[config.mk]
export PLATFORM = sky130hd
export DESIGN_NAME = mem_access_unit_flat
export DESIGN_NICKNAME = d
export VERILOG_FILES = /design/src/rtl/mem_access_unit_if.sv /design/src/rtl/mem_access_unit.sv /design/src/flat_wrapper.sv
export SDC_FILE = /design/constraint.sdc
export NUM_CORES = 1
export LEC_CHECK = 0
export CORE_AREA = 10 10 168 170
export DETAILED_ROUTE_END_ITERATION = 8
export DIE_AREA = 0 0 178 180
export GPL_ROUTABILITY_DRIVEN = 0
export GPL_TIMING_DRIVEN = 0
export PLACE_DENSITY = 0.63
export SLEW_MARGIN = 20
export SYNTH_ARGS = -nofsm -noshare
export SYNTH_HDL_FRONTEND = slang
export SYNTH_SLANG_ARGS = --single-unit
export TNS_END_PERCENT = 30
[constraint.sdc]
create_clock -name clk -period 2.66 [get_ports clk]
set_clock_uncertainty 0.1 [all_clocks]
set_input_delay 0.399 -clock clk [delete_from_list [all_inputs] [get_ports clk]]
set_output_delay 0.399 -clock clk [all_outputs]
set_load 0.005 [all_outputs]
[src/rtl/mem_access_unit_if.sv]
// Bundle of the CPU-side and memory-side signals of the data access unit.
// master: the access unit itself; slave: the CPU/memory environment around it.
interface mem_access_unit_if;
  logic        cpu_valid;
  logic        cpu_ready;
  logic        cpu_we;
  logic [1:0]  cpu_size;
  logic        cpu_unsigned;
  logic [31:0] cpu_addr;
  logic [31:0] cpu_wdata;
  logic [31:0] cpu_rdata;
  logic        cpu_done;
  logic [1:0]  cpu_err;
  logic        mem_req;
  logic        mem_we;
  logic [31:0] mem_addr;
  logic [3:0]  mem_be;
  logic [31:0] mem_wdata;
  logic        mem_ack;
  logic [31:0] mem_rdata;

  modport master (
    input  cpu_valid, cpu_we, cpu_size, cpu_unsigned, cpu_addr, cpu_wdata, mem_ack, mem_rdata,
    output cpu_ready, cpu_rdata, cpu_done, cpu_err, mem_req, mem_we, mem_addr, mem_be, mem_wdata
  );

  modport slave (
    output cpu_valid, cpu_we, cpu_size, cpu_unsigned, cpu_addr, cpu_wdata, mem_ack, mem_rdata,
    input  cpu_ready, cpu_rdata, cpu_done, cpu_err, mem_req, mem_we, mem_addr, mem_be, mem_wdata
  );
endinterface

[src/rtl/mem_access_unit.sv]
// Data-side load/store unit: lane steering, byte enables, load extension,
// single outstanding req/ack access with misalignment and timeout errors.
module mem_access_unit #(
  parameter int unsigned TIMEOUT = 16,
  parameter int unsigned CNT_W   = 5
) (
  input  logic               clk,
  input  logic               reset,
  mem_access_unit_if.master  bus
);

  typedef enum logic [1:0] {StIdle, StCheck, StReq, StDone} state_e;

  localparam logic [1:0] ErrOk      = 2'b00;
  localparam logic [1:0] ErrAlign   = 2'b01;
  localparam logic [1:0] ErrTimeout = 2'b10;

  state_e           state_q;
  logic             we_q;
  logic [1:0]       size_q;
  logic             uns_q;
  logic [31:0]      addr_q;
  logic [31:0]      wdata_q;
  logic [CNT_W-1:0] cnt_q;
  logic [31:0]      rdata_q;
  logic             done_q;
  logic [1:0]       err_q;
  logic             mem_req_q;
  logic             mem_we_q;
  logic [31:0]      mem_addr_q;
  logic [3:0]       mem_be_q;
  logic [31:0]      mem_wdata_q;

  logic             misaligned;
  logic [3:0]       lane_be;
  logic [31:0]      lane_wdata;
  logic [7:0]       load_byte;
  logic [15:0]      load_half;
  logic [31:0]      load_ext;

  always_comb begin
    misaligned = (size_q == 2'b11) ||
                 (size_q == 2'b01 && addr_q[0]) ||
                 (size_q == 2'b10 && addr_q[1:0] != 2'b00);

    lane_be    = 4'b0000;
    lane_wdata = wdata_q;
    case (size_q)
      2'b00: begin
        lane_be    = 4'b0001 << addr_q[1:0];
        lane_wdata = {4{wdata_q[7:0]}};
      end
      2'b01: begin
        lane_be    = addr_q[1] ? 4'b1100 : 4'b0011;
        lane_wdata = {2{wdata_q[15:0]}};
      end
      2'b10: begin
        lane_be    = 4'b1111;
        lane_wdata = wdata_q;
      end
      default: begin
        lane_be    = 4'b0000;
        lane_wdata = wdata_q;
      end
    endcase

    // Little-endian lane pick from the returned word.
    load_byte = bus.mem_rdata[{addr_q[1:0], 3'b000} +: 8];
    load_half = addr_q[1] ? bus.mem_rdata[31:16] : bus.mem_rdata[15:0];
    case (size_q)
      2'b00:   load_ext = {{24{~uns_q & load_byte[7]}}, load_byte};
      2'b01:   load_ext = {{16{~uns_q & load_half[15]}}, load_half};
      default: load_ext = bus.mem_rdata;
    endcase
  end

  always_ff @(posedge clk) begin
    if (reset) begin
      state_q     <= StIdle;
      we_q        <= 1'b0;
      size_q      <= 2'b00;
      uns_q       <= 1'b0;
      addr_q      <= 32'h0;
      wdata_q     <= 32'h0;
      cnt_q       <= '0;
      rdata_q     <= 32'h0;
      done_q      <= 1'b0;
      err_q       <= ErrOk;
      mem_req_q   <= 1'b0;
      mem_we_q    <= 1'b0;
      mem_addr_q  <= 32'h0;
      mem_be_q    <= 4'b0000;
      mem_wdata_q <= 32'h0;
    end else begin
      case (state_q)
        StIdle: begin
          if (bus.cpu_valid) begin
            we_q    <= bus.cpu_we;
            size_q  <= bus.cpu_size;
            uns_q   <= bus.cpu_unsigned;
            addr_q  <= bus.cpu_addr;
            wdata_q <= bus.cpu_wdata;
            state_q <= StCheck;
          end
        end
        StCheck: begin
          if (misaligned) begin
            done_q  <= 1'b1;
            err_q   <= ErrAlign;
            state_q <= StDone;
          end else begin
            mem_req_q   <= 1'b1;
            mem_we_q    <= we_q;
            mem_addr_q  <= {addr_q[31:2], 2'b00};
            mem_be_q    <= lane_be;
            mem_wdata_q <= lane_wdata;
            cnt_q       <= '0;
            state_q     <= StReq;
          end
        end
        StReq: begin
          // Ack beats timeout when both land in the same cycle.
          if (bus.mem_ack) begin
            mem_req_q <= 1'b0;
            mem_we_q  <= 1'b0;
            done_q    <= 1'b1;
            err_q     <= ErrOk;
            if (!we_q) rdata_q <= load_ext;
            state_q   <= StDone;
          end else if (cnt_q == CNT_W'(TIMEOUT - 1)) begin
            mem_req_q <= 1'b0;
            mem_we_q  <= 1'b0;
            done_q    <= 1'b1;
            err_q     <= ErrTimeout;
            state_q   <= StDone;
          end else begin
            cnt_q <= cnt_q + 1'b1;
          end
        end
        StDone: begin
          done_q  <= 1'b0;
          err_q   <= ErrOk;
          state_q <= StIdle;
        end
        default: state_q <= StIdle;
      endcase
    end
  end

  assign bus.cpu_ready = (state_q == StIdle);
  assign bus.cpu_rdata = rdata_q;
  assign bus.cpu_done  = done_q;
  assign bus.cpu_err   = err_q;
  assign bus.mem_req   = mem_req_q;
  assign bus.mem_we    = mem_we_q;
  assign bus.mem_addr  = mem_addr_q;
  assign bus.mem_be    = mem_be_q;
  assign bus.mem_wdata = mem_wdata_q;

endmodule

[src/flat_wrapper.sv]
// flat-port wrapper written by rule: the top's interface ports become plain ports
module mem_access_unit_flat 
#(
  parameter int unsigned TIMEOUT = 16,
  parameter int unsigned CNT_W   = 5
)
  (clk, reset, bus_cpu_valid, bus_cpu_we, bus_cpu_size, bus_cpu_unsigned, bus_cpu_addr, bus_cpu_wdata, bus_mem_ack, bus_mem_rdata, bus_cpu_ready, bus_cpu_rdata, bus_cpu_done, bus_cpu_err, bus_mem_req, bus_mem_we, bus_mem_addr, bus_mem_be, bus_mem_wdata);
  mem_access_unit_if bus_i ();
  input  logic clk;
  input  logic reset;
  input wire logic [$bits(bus_i.cpu_valid)-1:0] bus_cpu_valid;
  input wire logic [$bits(bus_i.cpu_we)-1:0] bus_cpu_we;
  input wire logic [$bits(bus_i.cpu_size)-1:0] bus_cpu_size;
  input wire logic [$bits(bus_i.cpu_unsigned)-1:0] bus_cpu_unsigned;
  input wire logic [$bits(bus_i.cpu_addr)-1:0] bus_cpu_addr;
  input wire logic [$bits(bus_i.cpu_wdata)-1:0] bus_cpu_wdata;
  input wire logic [$bits(bus_i.mem_ack)-1:0] bus_mem_ack;
  input wire logic [$bits(bus_i.mem_rdata)-1:0] bus_mem_rdata;
  output wire logic [$bits(bus_i.cpu_ready)-1:0] bus_cpu_ready;
  output wire logic [$bits(bus_i.cpu_rdata)-1:0] bus_cpu_rdata;
  output wire logic [$bits(bus_i.cpu_done)-1:0] bus_cpu_done;
  output wire logic [$bits(bus_i.cpu_err)-1:0] bus_cpu_err;
  output wire logic [$bits(bus_i.mem_req)-1:0] bus_mem_req;
  output wire logic [$bits(bus_i.mem_we)-1:0] bus_mem_we;
  output wire logic [$bits(bus_i.mem_addr)-1:0] bus_mem_addr;
  output wire logic [$bits(bus_i.mem_be)-1:0] bus_mem_be;
  output wire logic [$bits(bus_i.mem_wdata)-1:0] bus_mem_wdata;
  assign bus_i.cpu_valid = bus_cpu_valid;
  assign bus_i.cpu_we = bus_cpu_we;
  assign bus_i.cpu_size = bus_cpu_size;
  assign bus_i.cpu_unsigned = bus_cpu_unsigned;
  assign bus_i.cpu_addr = bus_cpu_addr;
  assign bus_i.cpu_wdata = bus_cpu_wdata;
  assign bus_i.mem_ack = bus_mem_ack;
  assign bus_i.mem_rdata = bus_mem_rdata;
  assign bus_cpu_ready = bus_i.cpu_ready;
  assign bus_cpu_rdata = bus_i.cpu_rdata;
  assign bus_cpu_done = bus_i.cpu_done;
  assign bus_cpu_err = bus_i.cpu_err;
  assign bus_mem_req = bus_i.mem_req;
  assign bus_mem_we = bus_i.mem_we;
  assign bus_mem_addr = bus_i.mem_addr;
  assign bus_mem_be = bus_i.mem_be;
  assign bus_mem_wdata = bus_i.mem_wdata;
  mem_access_unit #(.TIMEOUT(TIMEOUT), .CNT_W(CNT_W)) u_core (.clk(clk), .reset(reset), .bus(bus_i));
endmodule
==> results.cfg <==
[synthesis]
synth_edf_count = 0
synth_cells = 915
async_flop_share_pct = 0
ys_ff_latch = 178
synth-main-ff-cell = dfxtp_1
synth_cell_types = 49
synthesis.area_sq_um = 7358
yosysWarnings = 0
seq_area_frac_synth_pct = 48.43
synth.avg_cell_area_sq_um = 8.042

[cts]
cts.sinks = 178
htree_levels = 4
cts_buffers = 17
postCtsSetupRepairBufs = 0
clk_path_buf_depth = 2
ctsHoldBuffers = 0
cts_tree = done
cts_resized = 0
root_buffer = clkbuf_16
clk_pin_slew_ns = 0.08
clock_latency_ns = 0.43

[final_layout]
n_fill_cell = 2541
syn_to_final_growth_pct = 42.00
final_net_count = 1252
layout-drive-gt1-share_pct = 6.153
regArea_sq_um = 3563
multi_input_area_sq_um = 3378
mostFrequentLayoutCell = nand2_1
layout_common_cells = nand2_1, clkdlybuf4s50_1, dfxtp_1

[worst_setup_path]
critical-path-top-delay-family = compound AO/OA/AOI/OAI gates
critical_path.max_stage_delay_ns = 0.60
cp_common_cell = buf_2
reg2reg_depth = 8
start_kind = flip-flop
arrival_ns = 2.76
slowest_stage = a21oi_2
endpoint_kind = flip-flop
crit_type = flip-flop to flip-flop
critPathBufInv = 3
cp.depth = 8
required_ns = 2.92
path_cells = inv_1 -> ha_1 -> buf_2 -> nor2b_1 -> a21oi_2 -> buf_2 -> o211ai_1 -> a31oi_1
cp_max_fo = 10

[pwr]
fin_total_pwr_mw = 10.00
p_leak_nw = 3.617
powerDensity_nw_per_um2 = 957.2
vdd_drop_max_mv = 0.4227

[hold_path]
min_path_cells = 2
hp-class = flip-flop to flip-flop

[floorplan]
io_pins = 210
dieArea_sq_um = 32040
fp.coreArea_sq_um = 24890
die_height_um = 180
rows = 58
die_w_um = 178
initial_utilization_pct = 29.56

[global_route]
antenna_found_initial = 1
grt_max_degree = 18
grt_pass1_wl_um = 39850
groute.usage.overall_pct = 16.12
grt_pass1_vias = 6762
grt_overflow = 0

[timing]
setup_viol = 0
slew_viol_final = 0
timing.fmax_mhz = 399.9
rsz0062_at_grt = no
finalHoldViolations = 0
finalCriticalPeriod_ns = 2.501
timing_worst_slew_pin_value_ns = 0.7549
slew_headroom_pct = 49.67
period_share_pct = 94.01
fin_setup_tns_ns = 0

[detailed_routing]
drtAntennaViolNets = 0
vias = 7126
drt_wl_total_um = 26870
dr.pass1.iters = 6
wire_per_inst_um = 18.09
drcViolationCount = 0
initialDrtViolationCount = 512
vias_per_cell = 4.799

[job]
max_cap_violations = 0

[outcome]
status = completed

[placed_design]
hpwl_um = 20770
port_buffers = 206
registers in the layout, indices dropped and copies added (netlist names), 2 cells and up:
signal / count
u_core.wdata_q: 32
u_core.size_q: 2
u_core.bus.mem_wdata: 32
u_core.bus.cpu_err: 2
u_core.bus.cpu_rdata: 32
u_core.state_q: 2
u_core.bus.mem_be: 4
u_core.bus.mem_addr: 30
u_core.addr_q: 32
u_core.cnt_q: 5
synth_stat cells, types with 2 or more instances:
cell / n / area (sq um)
clkbuf_1: 39 / 146.4
buf_2: 18 / 90.09
o21bai_1: 7 / 52.55
buf_6: 7 / 78.83
a21o_1: 4 / 30.03
nand2b_1: 3 / 18.77
nor2b_1: 3 / 18.77
nor3_1: 4 / 20.02
nand2_1: 269 / 1010
mux2i_1: 28 / 280.3
a211oi_1: 44 / 330.3
a311oi_1: 10 / 87.58
buf_1: 6 / 22.52
buf_4: 6 / 45.04
a22oi_1: 7 / 52.55
nor4_1: 2 / 12.51
or3_1: 2 / 12.51
o21ai_0: 20 / 100.1
nor2_1: 66 / 247.7
nand3_1: 2 / 10.01
a31oi_1: 3 / 18.77
a21oi_2: 2 / 17.52
a21oi_1: 132 / 660.6
a22o_1: 8 / 70.07
inv_1: 9 / 33.78
ha_1: 7 / 87.58
dfxtp_1: 178 / 3563
and3_1: 8 / 50.05
report_power, final:
| group | switching, mW | internal [mW] |
|---|---|---|
| combinational | 2.23 | 1.62 |
| sequential | 0.343 | 3.19 |
| clock | 1.17 | 1.45 |
cells by family (layout without fill, tap and decap cells):
kind of cell	after synthesis	after routing	synth area share, %
compound gates	245	245	20.32
xor+xnor	1	1	0.1190
fa+ha+maj	7	7	1.190
buf+inv	86	324	5.713
flops	178	178	48.43
mux	28	28	3.809
other cells	1	3	0.05096
simple gates	369	369	20.37
tightest hold or removal path, cell delays in order, from the launching register on:
cell	delay (ns)
dfxtp_1	0.31
nand2_1	0.05
a21oi_1	0.05
layout make-up:
cell class,instances,share of cell area (%)
clock inverters,13,1.593
plain buffers,76,3.664
clock buffers,19,4.239
multi-input cells,652,32.33
flip-flops and latches,178,34.10
well taps,330,3.952
diodes,1,0.02395
inverters,10,0.3592
repair buffers,206,19.73
stage by stage:
step	setup WS [ns]	area, sq um	util [%]	hold WS, ns	cells
finish	0.1593	10450	41.98	0.3496	1485
global route	0.02692	10450	41.98	0.3630	1485
CTS	0.1848	10450	41.97	0.3481	1484
detailed placement	0.06679	9837	39.52	0.3422	1452
global placement	0.06517	9837	39.52	0.3375	1452
floorplan	0.6166	7362	-	0.3321	916
layer usage:
| layer | vias up | routed length (um) | GRT usage, % |
|---|---|---|---|
| li1 | 3562 | - | - |
| met1 | 3314 | 11830 | 20.23 |
| met2 | 230 | 12130 | 25.18 |
| met3 | 20 | 2523 | 6.140 |
| met4 | 0 | 381 | 4.436 |
| met5 | - | 0 | 0 |
final timing paths:
check | to | slack [ns] | startpoint
worst min-delay path | u_core.bus.mem_addr[26]$_SDFFE_PP0P_ | 0.35 | u_core.addr_q[26]$_SDFFE_PP0P_
worst min register to register | u_core.bus.mem_addr[26]$_SDFFE_PP0P_ | 0.35 | u_core.addr_q[26]$_SDFFE_PP0P_
worst max-delay path | u_core.bus.mem_we$_SDFFE_PP0P_ | 0.16 | u_core.state_q[1]$_SDFFE_PP0P_
worst max register to register | u_core.bus.mem_we$_SDFFE_PP0P_ | 0.16 | u_core.state_q[1]$_SDFFE_PP0P_
Power figures use the tool's default switching activity.
